===== src/rtl/event_encoder_pkg.sv =====
// rtl/event_encoder_pkg.sv - shared constants and width helper for event_encoder
// Contents:
//   MODE_FIXED / MODE_RR  selection policy codes for the RR_MODE parameter
//   idx_width(n)          max(1, clog2(n)), width of an encoded request index
package event_encoder_pkg;

  localparam int MODE_FIXED = 0;
  localparam int MODE_RR    = 1;

  function automatic int idx_width(input int n);
    int r;
    r = 0;
    while ((1 << r) < n) r = r + 1;
    return (r < 1) ? 1 : r;
  endfunction

endpackage


===== src/rtl/event_encoder_prio_pick.sv =====
// rtl/event_encoder_prio_pick.sv - combinational wrapping first-set search
// Ports:
//   vec    in   N  candidate bits
//   start  in   W  index where the search begins; wraps modulo N
//   found  out  1  some bit of vec is set
//   idx    out  W  first set index at or above start (0 when none found)
module prio_pick #(
  parameter int N = 8,
  parameter int W = 3
) (
  input  logic [N-1:0] vec,
  input  logic [W-1:0] start,
  output logic         found,
  output logic [W-1:0] idx
);

  int           j;
  logic [N-1:0] sh;

  always_comb begin
    found = 1'b0;
    idx   = '0;
    j     = 0;
    sh    = '0;
    for (int off = 0; off < N; off++) begin
      j = int'(start) + off;
      if (j >= N) j = j - N;
      // Shift instead of bit-select so the candidate index keeps its natural width.
      sh = vec >> j;
      if (!found && sh[0]) begin
        found = 1'b1;
        idx   = W'(j);
      end
    end
  end

endmodule


===== src/rtl/event_encoder.sv =====
// rtl/event_encoder.sv - event collector and priority/round-robin index encoder
// Ports:
//   clk        in   1  clock, all state on rising edge
//   rst        in   1  asynchronous active-high reset
//   req        in   N  event lines, a high sample is one event
//   ovf_clr    in   1  synchronous clear of the overflow flag
//   out_ready  in   1  consumer accepts out_idx
//   out_valid  out  1  out_idx holds an encoded event
//   out_idx    out  W  index of the issued event
//   pend_any   out  1  registered OR of the pending register
//   overflow   out  1  sticky: an event merged into an already-pending bit
module event_encoder
  import event_encoder_pkg::*;
#(
  parameter int  N       = 8,
  parameter int  RR_MODE = MODE_FIXED,
  localparam int W       = idx_width(N)
) (
  input  logic         clk,
  input  logic         rst,
  input  logic [N-1:0] req,
  input  logic         ovf_clr,
  input  logic         out_ready,
  output logic         out_valid,
  output logic [W-1:0] out_idx,
  output logic         pend_any,
  output logic         overflow
);

  logic [N-1:0] pending;
  logic [N-1:0] take_mask;
  logic [N-1:0] pending_nxt;
  logic [W-1:0] ptr;
  logic [W-1:0] start;
  logic [W-1:0] sel;
  logic         found;
  logic         load;
  logic         collide;

  // Fixed priority is just a wrapping search that always begins at 0.
  assign start = (RR_MODE == MODE_RR) ? ptr : '0;

  prio_pick #(
    .N (N),
    .W (W)
  ) u_pick (
    .vec   (pending),
    .start (start),
    .found (found),
    .idx   (sel)
  );

  assign load      = !out_valid || out_ready;
  assign take_mask = (load && found) ? ({{(N-1){1'b0}}, 1'b1} << sel) : '0;
  // OR-ing req after the clear makes a same-edge request win over the take.
  assign pending_nxt = (pending & ~take_mask) | req;
  assign collide     = |(req & pending & ~take_mask);

  always_ff @(posedge clk or posedge rst) begin
    if (rst) begin
      pending   <= '0;
      out_valid <= 1'b0;
      out_idx   <= '0;
      pend_any  <= 1'b0;
      overflow  <= 1'b0;
      ptr       <= '0;
    end else begin
      pending  <= pending_nxt;
      pend_any <= |pending_nxt;
      overflow <= collide | (overflow & ~ovf_clr);
      if (load) begin
        out_valid <= found;
        if (found) out_idx <= sel;
      end
      if (RR_MODE == MODE_RR && load && found)
        ptr <= (sel == W'(N - 1)) ? '0 : sel + 1'b1;
    end
  end

endmodule


===== config.mk =====
export PLATFORM = sky130hd
export DESIGN_NAME = event_encoder
export DESIGN_NICKNAME = d
export VERILOG_FILES = /design/src/rtl/event_encoder_pkg.sv /design/src/rtl/event_encoder_prio_pick.sv /design/src/rtl/event_encoder.sv
export SDC_FILE = /design/constraint.sdc
export NUM_CORES = 1
export LEC_CHECK = 0
export CORE_ASPECT_RATIO = 0.9
export CORE_MARGIN = 2
export CORE_UTILIZATION = 35
export DETAILED_ROUTE_END_ITERATION = 10
export GPL_TIMING_DRIVEN = 0
export PLACE_DENSITY = 0.7
export RECOVER_POWER = 100
export SETUP_SLACK_MARGIN = 0.15
export SLEW_MARGIN = 20
export SYNTH_ARGS = -nofsm -noshare
export SYNTH_HDL_FRONTEND = slang
export SYNTH_SLANG_ARGS = --single-unit

===== constraint.sdc =====
create_clock -name clk -period 1.9 [get_ports clk]
set_input_delay 0.285 -clock clk [delete_from_list [all_inputs] [get_ports clk]]
set_output_delay 0.285 -clock clk [all_outputs]
set_load 0.1 [all_outputs]

==> results of run 1 <==
==> synth_stat cells (2+ instances only) <==
cell type	count	area share, %
buf_6	2	2.8
a21o_2	2	2.2
a21o_1	2	1.9
clkbuf_1	2	0.95
inv_1	5	2.4
a211oi_1	2	1.9
nor2_1	5	2.4
o21ai_0	7	4.4
a21oi_1	5	3.1
nand3_1	2	1.3
nand2_1	4	1.9
a32oi_1	2	2.2
nand2b_1	5	3.9
dfrtp_1	14	44
==> metal layers <==
metal	track usage (%)	part of all wire (%)	up-vias
met5	0	0	-
met4	3.750	1.3	0
met3	4.908	7.3	2
met2	22.29	43	31
met1	22.22	48	344
li1	-	-	357
==> how the worst max path moves through the flow <==
stage                     startpoint       end  slack [ns]  cells after the start
after global placement     out_ready  overflow       -0.33                      6
after detailed placement   out_ready  overflow       -0.33                      6
final                      out_valid  overflow       -0.06                      5
after floorplan            out_valid  overflow       -0.19                      5
after CTS                  out_valid  overflow       -0.05                      5
after global routing       out_valid  overflow        -0.1                      5
==> power groups by stage <==
stage | Sequential (mW) | Combinational [mW] | Clock (mW)
6_report | 0.311 | 0.137 | 0.171
5_1_grt | 0.313 | 0.146 | 0.192
4_1_cts | 0.312 | 0.132 | 0.179
3_5_place_dp | 0.318 | 0.129 | 0
3_3_place_gp | 0.317 | 0.128 | 0
2_1_floorplan | 0.352 | 0.0471 | 0
==> through the flow <==
stage / instance area (um2) / util [%] / TNS [ns]
after global placement: 1002 / 46.35 / -0.3310
after floorplan: 798.3 / - / -0.1895
final: 1085 / 50.17 / -0.05575
after detailed placement: 1002 / 46.35 / -0.3271
after global routing: 1085 / 50.17 / -0.2554
after CTS: 1056 / 48.84 / -0.04798
==> cells by family (layout without fill, tap and decap cells) <==
group           after synthesis  after routing
simple gates                 25             25
mux                           1              1
buf+inv                      10             35
compound gates               31             31
flops                        14             14
==> worst max-delay path, delay by kind of cell (launching register included) <==
family / cells / cell delay, ns
flops: 1 / 0.48
simple gates: 3 / 0.90
buf+inv: 1 / 0.12
compound gates: 1 / 0.32
==> layout make-up <==
cell class,count,area [um2],share of cell area (%)
buffer,5,36.28,3.345
clock buffer,4,26.28,2.422
multi-input combinational,57,437.9,40.37
timing repair buffer,21,177.7,16.38
tap,27,33.78,3.114
sequential,14,354.1,32.64
inverter,5,18.77,1.730
==> timing repair <==
item / in CTS / in global routing
resized for setup: 13 / 20
pin swaps: 1 / 2
hold buffers: 0 / 0
setup endpoints to repair: 8 / 9
buffers inserted: 3 / 1
==> state kept, by name, summed over array words and instances, names as in the netlist <==
name,cells
pending,8
out_idx,3
out_valid,1
overflow,1
pend_any,1
==> results by group, run 1 <==
STA
  – Hold Violations, Final: 0
  – Setup Viol. Count Final: 1
  – Highest Clock Rate: 0.5113 GHz
  – Final min period: 1.956 ns
  – Fin worst setup slack: -0.05575 ns
  – RSZ-0062 raised after global routing: true
  – Headroom to the max-slew limit: 36.81%
  – Hold WS: 0.4760 ns
  – Crit share post-route: 102.9%
  – Max-slew violations: 0
  – Final clock skew: 0.005579 ns
  – Slew @ Worst Pin: 0.9516 ns

Setup path
  – Worst reg-to-reg path cell count: 5
  – Crit path cell chain: nor2b_4, buf_6, or3_4, a311o_1, or4_1
  – Worst-path maximum fanout: 4
  – R2R Path Start: out_valid
  – Max incr delay on CP: 0.48 ns
  – R2r setup slk: -0.06 ns
  – Crit path arrival time: 2.10 ns
  – Crit-path slowest cell: dfrtp_4
  – Critical Path RT: 2.05 ns
  – Reg-to-reg endpoint: overflow
  – CP endpoint kind: register
  – WS Path Type: register to register
  – Startpoint Class: register

Logic synthesis
  – Post-Synth XOR/XNOR Area: 0%
  – Register area share after synthesis: 44.09%
  – Syn. warnings: 0
  – Async SR Flop Fraction: 100.0%
  – Mux contribution to synthesized area: 1.417%
  – Largest family of logic cells by synthesized area: compound AO/OA/AOI/OAI gates
  – Post-synthesis adder-cell area fraction: 0%
  – Mapped Nets: 93
  – Synthesized area per cell: 9.809 um2
  – Cell area after synthesis: 794.5 um2
  – EDFF count, synth: 0
  – Mapped Cells: 81
  – #FFs+latches synth: 14
  – Synth cell types: 36
  – Fraction of the mapped netlist area in compound gates: 27.09%
  – Main synth FF type: dfrtp_1
  – Post-Synth Simple-Gate Area: 20.63%

Clocking
  – Worst skew pair latency: 0.27 ns
  – Clock tree root buffer cell: clkbuf_4
  – Cts bufs inserted: 3
  – CTS Buffer Depth: 2
  – CTS HTree Levels: 1
  – Clk pin slew, worst setup/hold paths: 0.08 ns
  – TritonCTS clock tree: yes
  – CTS Sinks: 14

Placement
  – Place WS: -0.3271 ns
  – HPWL after detailed placement: 1404 um
  – I/O Buffers: 17
  – Routability cong.: 0.8534
  – Cells after DPL: 125

Finish
  – # diodes: 0
  – Final layout net count: 119
  – Commonest non-fill, non-tap cell in the layout: dfrtp_1
  – Fraction of layout cells with a size suffix above 1: 28.30%
  – Commonest non-fill, non-tap cells in the layout: 13 x dfrtp_1, 10 x clkdlybuf4s50_1, 6 x clkbuf_2, 6 x o21ai_0
  – # fillers: 221
  – Layout area overhead: 36.54%
  – Post-Layout Cell Count: 133

Route
  – Drt wl/cell: 14.53 um
  – ANT nets after route: 0
  – Starting DRT DRC Count: 24
  – Residual DRC: 0
  – WL final: 1933 um
  – Via count: 734
  – Via density: 5.519
  – TritonRoute pass-1 iters: 4

Pwr
  – VDD IR-drop max: 0.0003676 V
  – Combinational fraction of design power: 22.1%
  – Share of power burned in registers: 50.3%
  – Cell Int Power: 0.4406 mW
  – Lkg Pwr: 0.4331 nW
  – Final Power: 0.6190 mW
  – Pwr/cell area: 570.6 mW/mm2
  – Switching share of power: 28.83%
  – Clock power share: 27.6%
  – Sw Pwr: 0.1784 mW

Floorplan
  – Chip Height: 49.20 um
  – FP Rows: 16
  – Die X: 54.22 um
  – Top Ports: 18
  – Die area: 0.002668 mm2
  – Core area: 0.002162 mm2
  – Initial Utilization: 36.75%

Flow run
  – Max-Cap Viols: 0

Global route
  – First-pass GRT wire length: 3036 um
  – Initial antenna violation count: 0
  – Grt ovf: 0
  – Number of global-route vias before repair: 665
  – GRT Overall Usage: 15.48%
  – Pin count of the biggest net entering global routing: 15

Outcome
  – Failing checks: setup timing
  – Status: finished, violations left

Hold path
  – Hold Path Class: input port to asynchronous set/reset pin
Power figures use the tool's default switching activity.
==> inputs of run 2 (changes only) <==
--- a/config.mk
+++ b/config.mk
@@ -9,10 +9,10 @@
 export CORE_MARGIN = 2
 export CORE_UTILIZATION = 35
 export DETAILED_ROUTE_END_ITERATION = 10
-export GPL_TIMING_DRIVEN = 0
 export PLACE_DENSITY = 0.7
 export RECOVER_POWER = 100
 export SETUP_SLACK_MARGIN = 0.15
+export SKIP_CTS_REPAIR_TIMING = 1
 export SLEW_MARGIN = 20
 export SYNTH_ARGS = -nofsm -noshare
 export SYNTH_HDL_FRONTEND = slang
==> run 2 against run 1 <==
Net effect:
- non-clock buffer count up 1
- the flow now finishes without violations
- register-to-register slack better by 0.11 ns
- hold slack worse by 0.0091 ns
- clock power up 27%
- clock skew up 0.0012 ns
==> results by group, run 2 (synthesis results as in run 1) <==
Route
  – Starting DRT DRC Count: 23 (-4.2%)
  – Via density: 5.515 (about the same)
  – Uppermost layer routed: met4
  – Wire length on met3: 143 um (+0.70%)
  – WL final: 1913 um (-1.0%)
  – ANT nets after route: 0 (unchanged)
  – Residual DRC: 0 (unchanged)
  – TritonRoute pass-1 iters: 4 (unchanged)
  – Via count: 739 (+0.68%)
  – Met1 WL: 859 um (-7.8%)
  – Drt wl/cell: 14.28 um (-1.8%)
  – Met2 wire len: 889 um (+6.9%)

STA
  – Hold Violations, Final: 0 (unchanged)
  – Headroom to the max-slew limit: 64.39% (+28 points)
  – Final clock skew: 0.006742 ns (+0.001163 ns)
  – Highest Clock Rate: 0.5413 GHz (+5.9%)
  – Final min period: 1.847 ns (-0.1085 ns)
  – Crit share post-route: 97.22% (-5.7 points)
  – Setup Viol. Count Final: 0 (-1)
  – Slew @ Worst Pin: 0.5336 ns (-0.4180 ns)
  – Max-slew violations: 0 (unchanged)
  – Fin worst setup slack: 0.05276 ns (+0.1085 ns)
  – TNS Setup: 0 ns (+0.05575 ns)
  – RSZ-0062 raised after global routing: true

Floorplan
  – Core area: 0.002162 mm2 (unchanged)
  – FP Rows: 16 (unchanged)
  – Die area: 0.002668 mm2 (unchanged)
  – Chip Height: 49.20 um (unchanged)
  – Initial Utilization: 36.75% (unchanged)
  – Top Ports: 18 (unchanged)
  – Die X: 54.22 um (unchanged)

Outcome
  – Status: finished clean

Clocking
  – TritonCTS clock tree: yes
  – CTS HTree Levels: 1 (unchanged)
  – Worst skew pair latency: 0.28 ns (about the same)
  – CTS Sinks: 14 (unchanged)
  – Clock tree root buffer cell: clkbuf_4
  – Clk pin slew, worst setup/hold paths: 0.09 ns (about the same)
  – Cts bufs inserted: 3 (unchanged)
  – CTS Buffer Depth: 2 (unchanged)

Hold path
  – Hold Path Class: input port to asynchronous set/reset pin

Finish
  – Design Area, Final: 0.001061 mm2 (-2.2%)
  – Commonest non-fill, non-tap cells in the layout: 11 x dfrtp_1, 10 x clkdlybuf4s50_1, 9 x buf_4, 7 x o21ai_0
  – Layout area overhead: 33.54%
  – Max reg flops: 8 (unchanged)
  – Final layout net count: 120 (+0.84%)
  – # diodes: 0 (unchanged)
  – Commonest non-fill, non-tap cell in the layout: dfrtp_1
  – Fraction of layout cells with a size suffix above 1: 28.97% (+0.67 points)
  – Fin util: 49.07% (-1.1 points)
  – Largest Register: pending
  – Largest regs: pending (8), out_idx (3)
  – # fillers: 210 (-5.0%)

Pwr
  – Final Power: 0.6572 mW (+6.2%)
  – Switching share of power: 28.14% (-0.69 points)
  – Cell Int Power: 0.4723 mW (+7.2%)
  – VDD IR-drop max: 0.0005388 V (+47%)
  – Combinational fraction of design power: 18.6% (-3.5 points)
  – Share of power burned in registers: 48.5% (-1.8 points)
  – Lkg Pwr: 0.4330 nW (about the same)
  – Clock power share: 33.0% (+5.4 points)
  – Sw Pwr: 0.1850 mW (+3.7%)
  – Pwr/cell area: 619.4 mW/mm2 (+8.6%)

Flow run
  – Max-Cap Viols: 0 (unchanged)

Placement
  – Place WS: -0.2285 ns (+0.09862 ns)
  – I/O Buffers: 17 (unchanged)
  – Dpl cell area: 0.001027 mm2 (+2.5%)
  – HPWL after detailed placement: 1469 um (+4.6%)
  – Routability cong.: 0.8887 (+4.1%)

Global route
  – Pin count of the biggest net entering global routing: 15 (unchanged)
  – Initial antenna violation count: 0 (unchanged)
  – GRT Overall Usage: 16.91% (+1.4 points)
  – Number of global-route vias before repair: 669 (+0.60%)
  – Grt ovf: 0 (unchanged)
  – First-pass GRT wire length: 3256 um (+7.2%)

Setup path
  – CP endpoint kind: register
  – Startpoint Class: register
  – WS Path Type: register to register
  – Crit path arrival time: 2.00 ns (-0.10 ns)
  – Critical Path RT: 2.05 ns (about the same)
  – Worst-path maximum fanout: 3 (-1)
[run 2: changes by cell type in the layout (fill, tap and decap cells not counted), moves of 2 or more]
cell	delta
dfrtp_2	+2
dfrtp_1	-2
buf_6	-2
buf_4	+7
[run 2: layer usage]
layer  vias up  GRT usage (%)
li1        362              -
met1       348          24.42
met5         -              0
met4         0          5.000
met2        27          23.69
met3         2          5.521
[run 2: layout make-up]
class                   instances  area, um2  share of cell area [%]
well taps                      27      33.78                   3.184
flip-flops and latches         14      356.6                   33.61
repair buffers                 27      214.0                   20.17
multi-input cells              57      401.6                   37.85
clock buffers                   4      36.28                   3.420
inverters                       5      18.77                   1.769
[run 2: final timing paths]
check / start / to / slack [ns] / cells after the start
setup / recovery: out_valid / overflow / 0.05 / 4
hold / removal: rst / pend_any / 0.47 / 2
setup reg to reg: out_valid / overflow / 0.05 / 4
hold reg to reg: out_idx[2] / out_idx[2] / 0.51 / 1
max in group asynchronous: rst / out_valid / 1.03 / 2
min in group clk: out_idx[2] / out_idx[2] / 0.51 / 1
[run 2: worst max-delay path: stages (launching register included)]
cell and delay, ns:
dfrtp_4 0.49, nor2b_4 0.14, or3_4 0.38, a311o_1 0.32
or4_1 0.40
[run 2: power groups by stage]
stage	Combinational (mW)	Clock, mW	Sequential (mW)
6_report	0.122	0.217	0.318
5_1_grt	0.131	0.247	0.320
4_1_cts	0.124	0.226	0.318
3_5_place_dp	0.124	0	0.323
3_3_place_gp	0.124	0	0.323
2_1_floorplan	0.0471	0	0.352
[run 2: metrics by stage]
step	std cells	hold WS (ns)
final	134	0.4669
after global routing	134	0.5056
after CTS	134	0.3460
after detailed placement	130	0.4960
after global placement	130	0.4825
after floorplan	81	0.1742
